File: config.mk
export PLATFORM = sky130hd
export DESIGN_NAME = pipelined_adder_wrapper
export DESIGN_NICKNAME = d
export VERILOG_FILES = /design/src/rtl/pipelined_adder_wrapper.sv
export SDC_FILE = /design/constraint.sdc
export NUM_CORES = 1
export LEC_CHECK = 0
export CAP_MARGIN = 40
export CORE_MARGIN = 5
export CORE_UTILIZATION = 49
export DETAILED_ROUTE_END_ITERATION = 7
export PLACE_DENSITY_LB_ADDON = 0.12
export SLEW_MARGIN = 20
export SYNTH_ARGS = -nofsm -noshare
export SYNTH_HDL_FRONTEND = slang
export SYNTH_SLANG_ARGS = --single-unit
export TNS_END_PERCENT = 30
File: constraint.sdc
create_clock -name clk -period 1.85 [get_ports clk]
set_clock_uncertainty 0.15 [all_clocks]
set_input_delay 0.37 -clock clk [delete_from_list [all_inputs] [get_ports clk]]
set_output_delay 0.37 -clock clk [all_outputs]
set_load 0.02 [all_outputs]
File: src/rtl/pipelined_adder_wrapper.sv
// pipelined_adder_wrapper: WIDTH-bit adder with carry-in, split into STAGES
// carry-chained slices behind a valid/ready pipeline with backpressure.
module pipelined_adder_wrapper #(
    parameter int WIDTH   = 8,
    parameter int STAGES  = 2,
    parameter int COUNT_W = 16
) (
    input  logic               clk,
    input  logic               rst,
    input  logic               in_valid,
    output logic               in_ready,
    input  logic [WIDTH-1:0]   in_a,
    input  logic [WIDTH-1:0]   in_b,
    input  logic               in_cin,
    output logic               out_valid,
    input  logic               out_ready,
    output logic [WIDTH-1:0]   out_a,
    output logic [WIDTH-1:0]   out_b,
    output logic [WIDTH-1:0]   out_sum,
    output logic               out_cout,
    output logic               out_ovf,
    output logic [COUNT_W-1:0] tx_count
);
    localparam int SW = WIDTH / STAGES;

    // Index 0 of each chain is the input port, index k+1 is stage k's register.
    logic [STAGES:0]  v_ch;
    logic [STAGES:0]  c_ch;
    logic [WIDTH-1:0] a_ch   [STAGES+1];
    logic [WIDTH-1:0] b_ch   [STAGES+1];
    logic [WIDTH-1:0] sum_ch [STAGES+1];

    logic [STAGES-1:0] valid;
    logic [STAGES-1:0] stage_ready;

    assign v_ch[0]   = in_valid;
    assign c_ch[0]   = in_cin;
    assign a_ch[0]   = in_a;
    assign b_ch[0]   = in_b;
    assign sum_ch[0] = '0;
    assign valid     = v_ch[STAGES:1];

    // A stage may load if any stage from it to the output has room,
    // or the output is being drained this cycle.
    always_comb begin : ready_chain
        logic rdy;
        rdy         = out_ready;
        stage_ready = '0;
        for (int k = STAGES - 1; k >= 0; k--) begin
            rdy            = rdy || !valid[k];
            stage_ready[k] = rdy;
        end
    end

    assign in_ready = stage_ready[0] && !rst;

    for (genvar k = 0; k < STAGES; k++) begin : g_stage
        logic             v_q;
        logic             c_q;
        logic [WIDTH-1:0] a_q;
        logic [WIDTH-1:0] b_q;
        logic [WIDTH-1:0] sum_q;
        logic [WIDTH-1:0] nxt_sum;
        logic [SW:0]      slice;

        assign slice = {1'b0, a_ch[k][k*SW +: SW]}
                     + {1'b0, b_ch[k][k*SW +: SW]}
                     + {{SW{1'b0}}, c_ch[k]};

        always_comb begin
            nxt_sum                = sum_ch[k];
            nxt_sum[k*SW +: SW]    = slice[SW-1:0];
        end

        always_ff @(posedge clk) begin
            if (rst) begin
                v_q   <= 1'b0;
                c_q   <= 1'b0;
                a_q   <= '0;
                b_q   <= '0;
                sum_q <= '0;
            end else if (stage_ready[k]) begin
                v_q   <= v_ch[k];
                c_q   <= slice[SW];
                a_q   <= a_ch[k];
                b_q   <= b_ch[k];
                sum_q <= nxt_sum;
            end
        end

        assign v_ch[k+1]   = v_q;
        assign c_ch[k+1]   = c_q;
        assign a_ch[k+1]   = a_q;
        assign b_ch[k+1]   = b_q;
        assign sum_ch[k+1] = sum_q;
    end

    assign out_valid = v_ch[STAGES];
    assign out_cout  = c_ch[STAGES];
    assign out_a     = a_ch[STAGES];
    assign out_b     = b_ch[STAGES];
    assign out_sum   = sum_ch[STAGES];
    assign out_ovf   = (out_a[WIDTH-1] == out_b[WIDTH-1])
                    && (out_sum[WIDTH-1] != out_a[WIDTH-1]);

    always_ff @(posedge clk) begin
        if (rst) begin
            tx_count <= '0;
        end else if (out_valid && out_ready) begin
            tx_count <= tx_count + 1'b1;
        end
    end
endmodule
Word level (Yosys, flattened, before mapping). Index checks and enable logic that the tools add are counted. Widths: inputs -> output; s select.

Output and inout bits: 44. Flip-flop bits (word level): 64. Word-level logic and storage cells: 26. Bits of input ports: 21.

Reduce and logical (&&, ||, !) cells: 8. Add/subtract/negate cells: 5. Equal/unequal tests: 2.

Operators by type and width (count): $add 16x1->16 const B (1); $add 4x4->5 (2); $add 5x1->5 (2); $logic_and 1x1->1 (3); $logic_not 1->1 (3); $logic_or 1x1->1 (2); $eq 1x1->1 (1); $ne 1x1->1 (1).

Depth between registers and ports, before layout.
Word-level depth: 4. Depth in mapped cells: 7.

Worst setup path after synthesis. No wires, ideal clock.

Path kind: register -> output. Start: reg g_stage[1].v_q (netlist: out_valid). End: out in_ready. Cell stages (with the launch flop): 6. Setup slack: 46 ps. Data required time: 1330 ps. Path buffers: 2. Arrival: 1284 ps. Cell sequence: dfxtp_1 -> nor2b_1 -> and2_0 -> clkbuf_1 -> buf_2 -> nor2_1.

Cells in the longest elaborated chain, start to end: 4.

Ends and longest elaborated chain: start, declared (line 58) `logic v_q;`; start signal, assigned (line 83) `v_q <= v_ch[k];`; $logic_not 1->1 (line 50) `rdy = rdy || !valid[k];`; $logic_or 1x1->1 (2 in a row) (line 50); $logic_and 1x1->1 (line 55) `assign in_ready = stage_ready[0] && !rst;`; end, declared (line 11) `output logic in_ready,`.

Every way passes these cells.

Final worst setup path.
Start: reg g_stage[1].a_q[6] (netlist: out_a[6]). End: out out_a[6].

RTL lines: start, declared (line 60) `logic [WIDTH-1:0] a_q;`; start signal, assigned (line 85) `a_q <= a_ch[k];`; end, declared (line 17) `output logic [WIDTH-1:0] out_a,`.

No word-level cell between the ends.

==> summary.md <==
| Metric | Value |
|---|---|
| Mapped Area | `2723 sq um` |
| # IOs | `65` |
| Clk buf depth | `2` |
| Largest net degree at the start of global routing | `71` |
| Worst Path Buf+Inv | `1` |
| Final net count | `429` |
| Iter 0 DRT Violations | `73` |
| Fillers | `453` |
| Placed instance count | `458` |
| CP cell instances | `clkdlybuf4s50_1` |
| Worst EP required | `1.33 ns` |
| Slowest CP cell | `clkdlybuf4s50_1` |
| Metal2 WL | `3038 um` |
| Layout cell share with drive strength beyond 1 | `10.70%` |
| Post-synthesis sequential area ratio | `47.06%` |
| Sequential cell area | `1281 sq um` |
| Number of vias per cell | `5.004` |
| Reg2reg end | `out_sum[6]` |
| Number of inserted diodes | `0` |
| Number of buffers created by CTS | `9` |
| Min Hold Slack | `0.2204 ns` |
| Core area | `5439 sq um` |
| Fmax | `551.3 MHz` |
| Synth Instances | `324` |
| Fin crit share | `98.04%` |
| R2R depth | `7` |
| Lkg Pwr | `1.735 nW` |
| Worst r2r src | `g_stage[0].c_q` |
| Drt first pass iters | `4` |
| Setup-failing EPs final | `0` |
| Rows | `27` |
| Hold Path Class | `in -> reg` |
| Multi-input gate area | `1331 sq um` |
| CTS clk-pin slew, worst paths | `0.07 ns` |
| Status | `finished clean` |
| GRT Util Overall | `18.30%` |
| CTS tree | `built` |
| Pre-CTS setup slack | `-0.4478 ns` |
| Area contributors post-synth | `dfxtp_1 (47%), nand2_1 (12%), a21oi_1 (7.9%)` |
| Post-Route WL | `6303 um` |
| R2R setup slack | `0.14 ns` |
| WL met1 | `2855 um` |
| Max VDD drop | `0.4858 mV` |
| Setup crit end kind | `primary output` |
| Vias in the first global route | `2282` |
| Grt total ovfl | `0` |
| Fin Setup TNS | `0 ns` |
| Routability cong. | `0.8713` |
| Most common cell after layout, fill and taps aside | `nand2_1` |
| Final Core Density | `67.95%` |
| Startpoint Class | `flop` |
| Post-synth cell types | `33` |
| CP Depth | `1` |
| Slowest stage delay, CP | `0.64 ns` |
| DRT antenna net count | `0` |
| Avg WL per Cell | `13.30 um` |
| Slew Limit Headroom | `77.83%` |
| Die Wd | `84.54 um` |
| Post-Layout Cell Count | `474` |
| Syn_area_per_cell | `8.403 sq um` |
| Port bufs | `64` |
| Via count | `2372` |
| Slew @ Worst Pin | `0.3295 ns` |
| Share of the synthesized area in the top cell type | `47.06%` |
| Critical Path End | `out_a[6]` |
| Clock sinks | `64` |
| H-Tree Level Count | `3` |
| Period minus WS final | `1.814 ns` |
| Critical Path AT | `1.29 ns` |
| Synth Warn # | `0` |
| Area grow syn2layout | `35.75%` |
| Worst Slack Setup Final | `0.03618 ns` |
| Worst Path Max Fanout | `2` |
| Most frequent cells in the layout | `nand2_1 (84), dfxtp_1 (64), a21oi_1 (43)` |
| First-pass GRT wire length | `10580 um` |
| Detailed placement HPWL | `4332 um` |
| Initial antenna violation count | `0` |
| Die Y-Extent | `84.54 um` |
| Count of pins over their slew limit | `0` |
| RSZ-0062 raised after global routing | `false` |
| Postcts setup bufs | `0` |
| Initial core utilization | `50.06%` |
| CTS Root Cell | `clkbuf_8` |
| Crit Path Category | `reg -> out` |
| Yosys reg bits | `64` |
| Crit. Startpoint | `out_a[6]` |
| Hold Vio Cnt, Final | `0` |
| Die ar. | `7147 sq um` |
| Crit-path leading delay family | `buffers and inverters` |
| Met3 WL | `307 um` |
| Highest Signal Layer | `met4` |
| PwrDens | `779.0 nW/um^2` |
| Max_cap viols | `0` |
| Net Count, Synth | `356` |
| Yosys top cell by area | `dfxtp_1` |
| Clk_lat worst skew | `0.33 ns` |
| DRC violations left | `0` |
[power breakdown]
part | leakage, nW | switching (mW) | internal (mW) | total (mW)
Combinational | 1.12 | 0.192 | 0.186 | 0.378
Sequential | 0.526 | 0.0424 | 1.45 | 1.49
Clock | 0.0899 | 0.496 | 0.514 | 1.01
Total | 1.74 | 0.731 | 2.15 | 2.88
[layout make-up]
class                           instances  share of cell area (%)
Clock inverter                          4                  0.5416
Tap cell                               72                   2.437
Sequential cell                        64                   34.66
Inverter                                7                  0.7109
Timing Repair Buffer                   82                   21.70
Clock buffer                           12                   3.927
Multi-Input combinational cell        233                   36.02
[synthesized netlist by cell type]
library cell,count
nor3_1,3
and4_1,1
inv_1,7
a31o_1,1
nor4_4,1
nor2_1,29
a211oi_1,4
xnor2_1,7
o21ai_0,3
fa_1,4
nor4_1,3
nand3b_1,2
nand4_1,6
and2_0,1
nand2b_1,2
a21o_1,2
nand4b_1,2
mux2_4,1
dfxtp_1,64
and2_1,3
mux2i_1,1
ha_1,7
and3_2,1
buf_6,1
nand2_1,84
xor2_1,7
nor2b_1,5
buf_2,9
a21oi_1,43
clkbuf_1,10
nand4_4,2
or4_1,2
nand3_1,6
[through the flow]
stage / total power, mW / area [sq um]
after floorplan: 1.721 / 2723
after global placement: 1.902 / 3517
after detailed placement: 1.908 / 3517
after CTS: 2.920 / 3656
after global routing: 3.024 / 3696
final: 2.879 / 3696
[kinds of logic (layout without fill, tap and decap cells)]
kind of cell / after synthesis / after routing / share of synthesized area (%)
xor+xnor: 14 / 14 / 4.504
compound gates: 53 / 53 / 10.43
mux: 2 / 2 / 0.9190
buf+inv: 27 / 105 / 4.412
simple gates: 153 / 153 / 26.52
fa+ha+maj: 11 / 11 / 6.158
flops: 64 / 64 / 47.06
[how the worst min path moves through the flow]
stage                            from                end  slack [ns]  cells past startpoint
floorplan           g_stage[0].a_q[0]  g_stage[0].a_q[0]        0.28                      2
global placement             out_b[1]           out_b[1]        0.29                      2
detailed placement  g_stage[0].b_q[0]  g_stage[0].b_q[0]        0.29                      2
CTS                          out_b[0]           out_b[0]        0.30                      2
global route                  in_b[0]  g_stage[0].b_q[0]        0.22                      3
finish                        in_a[0]  g_stage[0].a_q[0]        0.22                      3
[sequential cells by signal, summed over array words and instances (netlist names)]
register	count
g_stage.v_q	1
out_a	8
g_stage.c_q	1
out_valid	1
out_b	8
out_cout	1
g_stage.a_q	8
g_stage.b_q	8
g_stage.sum_q	4
tx_count	16
out_sum	8
[metal layers]
metal / vias up / GRT usage (%)
met5: - / 0
met1: 1105 / 23.17
met2: 43 / 29.68
li1: 1215 / -
met4: 0 / 7.338
met3: 9 / 4.809
[what timing repair did]
| action | 4_1_cts | 5_1_grt |
|---|---|---|
| endpoints found under the hold margin | 0 | 0 |
| endpoints found under the setup margin | 20 | 14 |
| gates resized for setup | 21 | 17 |
| hold buffers | 0 | 0 |
| pin swaps | 0 | 4 |
Note: power is estimated with default switching activity, not from simulation.
